==> src/rtl/flappy_pkg.sv <==
// flappy_pkg: shared screen, object, colour constants and plotter state encoding.
// Ports: none (package).
package flappy_pkg;
    localparam int SCREEN_W = 160;
    localparam int SCREEN_H = 120;
    localparam int BIRD_W   = 4;
    localparam int BIRD_H   = 4;
    localparam int WALL_W   = 10;
    localparam int GAP_H    = 40;
    localparam logic OBJ_WALL = 1'b0;
    localparam logic OBJ_BIRD = 1'b1;
    localparam logic [2:0] BG_COLOUR   = 3'b000;
    localparam logic [2:0] BIRD_COLOUR = 3'b110;
    localparam logic [2:0] WALL_COLOUR = 3'b010;
    typedef enum logic [1:0] {S_IDLE, S_ERASE, S_DRAW, S_DONE} plot_state_t;
endpackage

==> src/rtl/object_plotter_if.sv <==
// object_plotter_if: command and pixel bus between control FSM, plotter and VGA adapter.
// Ports: none; master drives start/obj/positions and sees pixel/status outputs, slave is the plotter.
interface object_plotter_if;
    logic       start;
    logic       obj;
    logic [7:0] old_x;
    logic [7:0] new_x;
    logic [6:0] old_y;
    logic [6:0] new_y;
    logic [7:0] x;
    logic [6:0] y;
    logic [2:0] colour;
    logic       plot;
    logic       busy;
    logic       done;
    modport master (output start, obj, old_x, new_x, old_y, new_y,
                    input x, y, colour, plot, busy, done);
    modport slave  (input start, obj, old_x, new_x, old_y, new_y,
                    output x, y, colour, plot, busy, done);
endinterface

==> src/rtl/rect_scanner.sv <==
// rect_scanner: row-major dx/dy scan of a runtime-sized rectangle.
// Ports: clk, reset (async high), clear (zero counters), en (advance), w/h (size),
//        dx/dy (current offset), last (current offset is the final pixel).
module rect_scanner (
    input  logic       clk,
    input  logic       reset,
    input  logic       clear,
    input  logic       en,
    input  logic [3:0] w,
    input  logic [6:0] h,
    output logic [3:0] dx,
    output logic [6:0] dy,
    output logic       last
);
    logic row_end;
    assign row_end = dx == w - 4'd1;
    assign last    = row_end && dy == h - 7'd1;
    always_ff @(posedge clk or posedge reset)
        if (reset) begin
            dx <= '0;
            dy <= '0;
        end else if (clear) begin
            dx <= '0;
            dy <= '0;
        end else if (en) begin
            dx <= row_end ? 4'd0 : dx + 4'd1;
            dy <= row_end ? dy + 7'd1 : dy;
        end
endmodule

==> src/rtl/object_plotter.sv <==
// object_plotter: erases one object at its old position then redraws it at the new one, one pixel per clock.
// Ports: clk, reset (async high), bus (slave: start/obj/old_*/new_* in; x/y/colour/plot/busy/done out).
module object_plotter
    import flappy_pkg::*;
(
    input logic             clk,
    input logic             reset,
    object_plotter_if.slave bus
);
    plot_state_t state;
    logic        obj_q;
    logic [7:0]  ox, nx;
    logic [6:0]  oy, ny;
    logic [3:0]  dx;
    logic [6:0]  dy;
    logic        last, erase, scanning, clear, clip, in_gap;
    logic [7:0]  bx;
    logic [6:0]  by;
    logic [8:0]  px;
    logic [7:0]  py;
    logic [2:0]  pix_colour;
    assign erase    = state == S_ERASE;
    assign scanning = erase || state == S_DRAW;
    // Counters restart for every command and again between the erase and draw passes.
    assign clear    = state == S_IDLE || (erase && last);
    rect_scanner u_scan (
        .clk(clk), .reset(reset), .clear(clear), .en(scanning),
        .w(obj_q ? 4'(BIRD_W) : 4'(WALL_W)),
        .h(obj_q ? 7'(BIRD_H) : 7'(SCREEN_H)),
        .dx(dx), .dy(dy), .last(last)
    );
    assign bx = erase ? ox : nx;
    assign by = obj_q ? (erase ? oy : ny) : 7'd0;
    // Widened sums so off-screen pixels are detected instead of wrapping onto the screen.
    assign px = {1'b0, bx} + {5'd0, dx};
    assign py = {1'b0, by} + {1'b0, dy};
    assign clip = px >= 9'(SCREEN_W) || py >= 8'(SCREEN_H);
    assign in_gap = py >= {1'b0, ny} && py < {1'b0, ny} + 8'(GAP_H);
    assign pix_colour = erase ? BG_COLOUR : obj_q ? BIRD_COLOUR : in_gap ? BG_COLOUR : WALL_COLOUR;
    always_ff @(posedge clk or posedge reset)
        if (reset) begin
            state      <= S_IDLE;
            obj_q      <= OBJ_WALL;
            ox         <= '0;
            nx         <= '0;
            oy         <= '0;
            ny         <= '0;
            bus.x      <= '0;
            bus.y      <= '0;
            bus.colour <= '0;
            bus.plot   <= 1'b0;
            bus.busy   <= 1'b0;
            bus.done   <= 1'b0;
        end else begin
            bus.plot <= 1'b0;
            bus.done <= 1'b0;
            bus.busy <= scanning;
            case (state)
                S_IDLE: if (bus.start) begin
                    obj_q <= bus.obj;
                    ox    <= bus.old_x;
                    nx    <= bus.new_x;
                    oy    <= bus.old_y;
                    ny    <= bus.new_y;
                    state <= S_ERASE;
                end
                S_ERASE, S_DRAW: begin
                    bus.x      <= px[7:0];
                    bus.y      <= py[6:0];
                    bus.colour <= pix_colour;
                    bus.plot   <= ~clip;
                    if (last) state <= erase ? S_DRAW : S_DONE;
                end
                default: begin
                    bus.done <= 1'b1;
                    state    <= S_IDLE;
                end
            endcase
        end
endmodule

==> src/flat_wrapper.sv <==
// flat-port wrapper written by rule: the top's interface ports become plain ports
module object_plotter_flat import flappy_pkg::*;
  (clk, reset, bus_start, bus_obj, bus_old_x, bus_new_x, bus_old_y, bus_new_y, bus_x, bus_y, bus_colour, bus_plot, bus_busy, bus_done);
  object_plotter_if bus_i ();
  input logic clk;
  input logic reset;
  input wire logic [$bits(bus_i.start)-1:0] bus_start;
  input wire logic [$bits(bus_i.obj)-1:0] bus_obj;
  input wire logic [$bits(bus_i.old_x)-1:0] bus_old_x;
  input wire logic [$bits(bus_i.new_x)-1:0] bus_new_x;
  input wire logic [$bits(bus_i.old_y)-1:0] bus_old_y;
  input wire logic [$bits(bus_i.new_y)-1:0] bus_new_y;
  output wire logic [$bits(bus_i.x)-1:0] bus_x;
  output wire logic [$bits(bus_i.y)-1:0] bus_y;
  output wire logic [$bits(bus_i.colour)-1:0] bus_colour;
  output wire logic [$bits(bus_i.plot)-1:0] bus_plot;
  output wire logic [$bits(bus_i.busy)-1:0] bus_busy;
  output wire logic [$bits(bus_i.done)-1:0] bus_done;
  assign bus_i.start = bus_start;
  assign bus_i.obj = bus_obj;
  assign bus_i.old_x = bus_old_x;
  assign bus_i.new_x = bus_new_x;
  assign bus_i.old_y = bus_old_y;
  assign bus_i.new_y = bus_new_y;
  assign bus_x = bus_i.x;
  assign bus_y = bus_i.y;
  assign bus_colour = bus_i.colour;
  assign bus_plot = bus_i.plot;
  assign bus_busy = bus_i.busy;
  assign bus_done = bus_i.done;
  object_plotter u_core (.clk(clk), .reset(reset), .bus(bus_i));
endmodule
==> config.mk <==
export PLATFORM = sky130hd
export DESIGN_NAME = object_plotter_flat
export DESIGN_NICKNAME = d
export VERILOG_FILES = /design/src/rtl/flappy_pkg.sv /design/src/rtl/object_plotter_if.sv /design/src/rtl/rect_scanner.sv /design/src/rtl/object_plotter.sv /design/src/flat_wrapper.sv
export SDC_FILE = /design/constraint.sdc
export NUM_CORES = 1
export LEC_CHECK = 0
export BUFFER_PORTS_ARGS = -buffer_cell sky130_fd_sc_hd__buf_2
export CORE_MARGIN = 10
export CORE_UTILIZATION = 35
export DETAILED_ROUTE_END_ITERATION = 8
export SETUP_SLACK_MARGIN = 0.3
export SYNTH_ARGS = -nofsm -noshare
export SYNTH_HDL_FRONTEND = slang
export SYNTH_SLANG_ARGS = --single-unit
==> constraint.sdc <==
create_clock -name clk -period 5.6 [get_ports clk]
set_input_delay 1.12 -clock clk [delete_from_list [all_inputs] [get_ports clk]]
set_output_delay 1.12 -clock clk [all_outputs]
set_load 0.01 [all_outputs]
==> results_dict.tcl, run 1 <==
set metrics [dict create \
    synth_warnings 0 \
    synthCells 343 \
    vias 2691 \
    ios 55 \
    rsz0062_at_grt "false" \
    final_area_mm2 0.00438 \
    setup_tns_ps 0 \
    cp-end-kind "register" \
    wl_per_cell_um 15.7 \
    cap_violations 0 \
    start_util_pct 36.0 \
    clkLatencyLatePin_ps 350 \
    row_count 37 \
    worstPathMaxFanout 10 \
    path_clk_slew_ps 70 \
    worstMarginPinSlew_ps 818 \
    drc 0 \
    grt_pass1_vias 2986 \
    cts_made_buffers 9 \
    placed_cells 524 \
    die_w_um 123 \
    grt_pass1_wl_mm 14.8 \
    ys.flop_type "dfrtp_1" \
    clock_skew_ps 11.7 \
    wirelength_mm 8.46 \
    p_leak_nw 2.09 \
    syn_avg_cell_area_um2 10.9 \
    netlist.area_leader.share_pct 42.9 \
    cts_tree "yes" \
    cts.repair.resized 0 \
    hp-class "register to register" \
    drt-pass1-iter-count 4 \
    endpoint "u_core.bus.colour[1]" \
    ant_nets 0 \
    fin_crit_ps 4040 \
    fmax_mhz 247 \
    ff2ff_path_depth 14 \
    ys_top_cells_by_area "dfrtp_1, mux2_2, ha_1, mux2i_1, o21ai_0" \
    antenna_found_initial 0 \
    track_usage_pct 11.8 \
    critPathKind "register to register" \
    outcome "finished, final reports clean" \
    diodes 0 \
    root_buffer "clkbuf_8" \
    crit_start "u_core.state[1]" \
    hold_viol 0 \
    stdcell_count 540 \
    ctsHoldBuffers 0 \
    yosysUniqueCellTypes 45 \
    ys_seq_elements 64 \
    start_kind "register" \
    dpl_cell_area_mm2 0.00414 \
    coreArea_mm2 0.0104 \
    power.total_w 0.00249 \
    cts.sinks 64 \
    relSlewSlack_pct 45.5 \
    r2r_end "u_core.bus.colour[1]" \
    n_fill_cell 1032 \
    area_delta_synth_final_pct 17.4 \
    yosys.area.top_type "dfrtp_1" \
    drv_slew 0 \
    synth_area_mm2 0.00373 \
    synth_edf_count 0 \
    cts_max_path_buffers 2 \
    period_share_pct 72.2 \
    avgViaCountPerCell 4.98 \
    grt_overflow 0 \
    rrSetupSlack_ps 1560 \
    rr_startpoint "u_core.state[1]" \
    ir_drop_uv 250 \
    place.gp.congestion 0.832 \
    post_cts_buffers 0 \
    dieHeight_um 123 \
    drtIter0Drc 134 \
    dp_hpwl_mm 6.23 \
    async_reset_ff_share_pct 100 \
    drive_gt1_share_pct 30.4 \
    portBuffers 53 \
    finalSetupViolations 0 \
    hold_ws_ps 504 \
    ctsHtreeMaxLevel 3 \
    synth-seq-area-share_pct 42.9 \
    powerDensity_mw_per_mm2 569 \
    nets 466 \
    cp.required_ps 5860 \
    arrival_ps 4310 \
    grt_start_max_net_pins 65 \
    syn_nets 410 \
    dieArea_mm2 0.0152 \
]
stage by stage:
stage,setup WS (ps),util [%]
after floorplan,1470,-
after global placement,1770,39.9
after detailed placement,1560,39.9
after CTS,1540,42.2
after global routing,1180,42.2
final,1560,42.2
Yosys cell counts, drive strengths merged, types with 2 or more instances:
library cell / count
a31oi: 2
o21bai: 2
inv: 20
nor2b: 10
nand3b: 2
and3: 2
a211oi: 4
o22ai: 2
dfrtp: 64
o21ai: 20
clkbuf: 3
nand2: 15
buf: 9
a21oi: 17
xor2: 9
nor2: 22
mux2i: 12
nand2b: 3
ha: 31
nor3: 3
nand3: 7
nand4: 7
o2bb2ai: 2
mux2: 46
or4b: 2
xnor2: 6
a21o: 5
fa: 2
o21a: 2
area by class of cell:
cell class                 instances  area, um^2  area share (%)
timing repair buffer              57         295            6.74
clock buffer                       9         124            2.83
inverter                          20        75.1            1.71
multi-input combinational        247        1990            45.5
tap                              136         170            3.89
clock inverter                     7         119            2.72
sequential                        64        1600            36.6
per-layer routing:
metal	global-route usage, %	share of wire, %	vias up
li1	-	-	1334
met1	15.3	47	1292
met2	18.8	46	53
met3	3.65	6.0	12
met4	3.35	1.5	0
met5	0	0	-
kinds of logic after synthesis:
logic type	count (synthesis)	synth area share [%]
xor gates and xnor gates	15	3.52
buffers and inverters	32	3.62
other	1	0.101
AOI/OAI and AO/OA	62	10.2
DFF	64	42.9
muxes	58	17.1
and+or+nand+nor	78	11.0
adders and majority gates	33	11.5
worst min path at each step:
stage | start | to | slack, ps | cells after the start
2_1_floorplan | u_core.ox[1] | u_core.ox[1] | 470 | 1
3_3_place_gp | u_core.ox[3] | u_core.ox[3] | 480 | 1
3_5_place_dp | u_core.ox[2] | u_core.ox[2] | 490 | 1
4_1_cts | u_core.ox[2] | u_core.ox[2] | 510 | 1
5_1_grt | u_core.bus.y[0] | u_core.bus.y[0] | 520 | 1
6_report | u_core.bus.y[2] | u_core.bus.y[2] | 500 | 2
sequential cells by signal, indices dropped and copies added, names as in the netlist:
| signal | count |
|---|---|
| u_core.ny | 7 |
| u_core.nx | 8 |
| u_core.bus.plot | 1 |
| u_core.oy | 7 |
| u_core.bus.colour | 2 |
| u_core.state | 2 |
| u_core.bus.done | 1 |
| u_core.bus.y | 7 |
| u_core.u_scan.dy | 7 |
| u_core.u_scan.dx | 4 |
| u_core.bus.busy | 1 |
| u_core.ox | 8 |
| u_core.bus.x | 8 |
| u_core.obj_q | 1 |
critical path, stage by stage (launching register included):
cell and delay, ps:
dfrtp_1 430, inv_1 100, ha_1 540, mux2i_1 150, nor2b_1 230, ha_1 270
and3_1 190, o21ai_0 260, a21oi_1 140, a211oi_1 460, ha_1 350, a21o_1 180
a2111oi_0 360, o21ai_0 140, o22ai_1 170
report_power, final:
part           switching, W  internal [W]
logic              0.000615      0.000573
clock network      0.000194      0.000296
registers          0.000161      0.000654
cells in the final DEF, fill, tap and decap left out, types with 2 or more instances in the layout:
master / n
a211oi_1: 4
a21o_1: 5
a21oi_1: 17
a31oi_1: 2
and3_1: 2
buf_2: 53
buf_4: 4
bufinv_16: 3
clkbuf_8: 9
clkinvlp_4: 2
dfrtp_1: 64
fa_1: 2
ha_1: 31
inv_1: 19
mux2_2: 46
mux2i_1: 12
nand2_1: 15
nand2b_1: 3
nand3_1: 7
nand3b_1: 2
nand4_1: 7
nor2_1: 21
nor2b_1: 10
nor3_1: 3
o21a_1: 2
o21ai_0: 19
o21bai_1: 2
o22ai_1: 2
o2bb2ai_1: 2
xnor2_1: 6
xor2_1: 9
No activity file was read; power rests on OpenSTA's default activity.
==> run 2, diff against run 1 <==
- clock period: 5.6 -> 3.3 ns (I/O delays scaled with it)
==> run 2 against run 1 <==
Compared with the run above:
- wire length increased by 3.9%
- core utilization increased by 2.1 points
- clock power increased by 72%
- worst hold slack got worse by 71 ps
- register-to-register slack got worse by 1400 ps
- sequential cell count unchanged
- combinational power increased by 92%
- critical endpoint unchanged
- global-route usage increased by 0.14 points
==> results_dict.tcl, run 2 (same netlist as run 1, synthesis figures left out) <==
set metrics [dict create \
    outcome "finished, final reports clean" \
    avgViaCountPerCell 5.00 \
    layout_commonest_cell "dfrtp_1" \
    cts_made_buffers 9 \
    hp-class "input pin to async pin" \
    relSlewSlack_pct 49.3 \
    root_buffer "clkbuf_8" \
    die_w_um 123 \
    grt_util_met3_pct 4.10 \
    period_share_pct 95.7 \
    finalSetupViolations 0 \
    fin_crit_ps 3160 \
    dp_slack_ps -37.7 \
    wl_per_cell_um 15.9 \
    clkLatencyLatePin_ps 360 \
    antenna_found_initial 0 \
    path_clk_slew_ps 80 \
    start_util_pct 36.0 \
    drv_slew 0 \
    grt-busiest-layer "met2" \
    place.gp.congestion 0.849 \
    vias 2771 \
    placed_cells 533 \
    portBuffers 53 \
    worstPathMaxFanout 5 \
    coreArea_mm2 0.0104 \
    drc 0 \
    ir_drop_uv 421 \
    worstMarginPinSlew_ps 759 \
    dieHeight_um 123 \
    cts_max_path_buffers 2 \
    start_kind "register" \
    hold_ws_ps 433 \
    wirelength_mm 8.80 \
    diodes 0 \
    fmax_mhz 317 \
    setup_slack_ps 143 \
    stdcell_count 554 \
    p_leak_nw 2.18 \
    setup_tns_ps 0 \
    powerDensity_mw_per_mm2 978 \
    grt_start_max_net_pins 35 \
    crit_slowest_cell "dfrtp_1" \
    ant_nets 0 \
    rsz0062_at_grt "true" \
    ctsHtreeMaxLevel 3 \
    rr_startpoint "u_core.state[1]" \
    drive_gt1_share_pct 36.6 \
    dieArea_mm2 0.0152 \
    area_delta_synth_final_pct 23.2 \
    rrSetupSlack_ps 140 \
    grt_use_met2_pct 18.6 \
    dp_hpwl_mm 6.51 \
    grt_pass1_wl_mm 14.4 \
    ios 55 \
    reg_top3 "u_core.bus.x: 8 flops, u_core.nx: 8 flops, u_core.ox: 8 flops" \
    arrival_ps 3430 \
    fin_util_pct 44.3 \
    most-common-layout-cells "dfrtp_1, buf_2, mux2_2, ha_1, nor2_1" \
    drtIter0Drc 130 \
    n_fill_cell 1018 \
    cp_cell_sequence "inv_2, ha_4, buf_6, mux2i_1, nor2b_1, ha_1, a21o_1, o21ai_2, a21oi_2, a211oi_2, ha_1, a21o_1, a2111oi_2, o21ai_1, o22ai_1" \
    grtUsageMet1_pct 15.4 \
    grt_overflow 0 \
    nets 480 \
    hold_viol 0 \
    row_count 37 \
    crit_start "u_core.state[1]" \
    critPathKind "register to register" \
    cap_violations 0 \
    grt_pass1_vias 2858 \
    track_usage_pct 12.0 \
    cts_tree "yes" \
    cp-end-kind "register" \
    cts.sinks 64 \
    drt-pass1-iter-count 4 \
    clock_skew_ps 13.9 \
    slowest_delay_ps 390 \
    cp.required_ps 3580 \
]
## run 2: final timing paths
kind / cells after the start / endpoint
min reg2reg: 2 / u_core.bus.y[2]
min in group clk: 2 / u_core.bus.y[2]
max in group asynchronous: 3 / u_core.ny[1]
max reg2reg: 15 / u_core.bus.colour[1]
max: 15 / u_core.bus.colour[1]
min: 2 / u_core.bus.colour[2]
## run 2: area by class of cell
| class | instances | area (um^2) | share of cell area [%] |
|---|---|---|---|
| clock buffers | 11 | 141 | 3.08 |
| clock inverters | 5 | 104 | 2.26 |
| inverters | 20 | 75.1 | 1.63 |
| multi-input cells | 247 | 2080 | 45.2 |
| flip-flops and latches | 64 | 1600 | 34.9 |
| well taps | 136 | 170 | 3.70 |
| repair buffers | 71 | 424 | 9.23 |
## run 2: routing by layer
| metal | vias up | wire length, um |
|---|---|---|
| li1 | 1365 | - |
| met1 | 1341 | 4040 |
| met2 | 55 | 4080 |
| met3 | 10 | 575 |
| met4 | 0 | 101 |
| met5 | - | 0 |
## run 2: worst max-delay path: cells and delay by family (launching register included)
| family | cells | cell delay (ps) |
|---|---|---|
| muxes | 1 | 190 |
| buffers and inverters | 2 | 210 |
| and+or+nand+nor | 1 | 60 |
| adders and majority gates | 3 | 770 |
| AOI/OAI and AO/OA | 8 | 1460 |
| DFF | 1 | 390 |
## run 2: through the flow
step | cell area (um^2) | power [W]
4_1_cts | 4560 | 0.00447
6_report | 4590 | 0.00449
2_1_floorplan | 3770 | 0.00291
3_5_place_dp | 4240 | 0.00354
3_3_place_gp | 4240 | 0.00348
5_1_grt | 4590 | 0.00488
## run 2: timing repair
item / CTS / global route
pin swaps: 10 / 9
resized for setup: 14 / 3
buffers inserted: 3 / 2
endpoints found under the setup margin: 4 / 3
cloned: 0 / 0
hold buffers: 0 / 0
## run 2: power breakdown
group / switching (W) / total [W] / internal [W]
combinational: 0.00115 / 0.00228 / 0.00113
sequential: 0.000263 / 0.00137 / 0.00111
clock: 0.000320 / 0.000843 / 0.000523
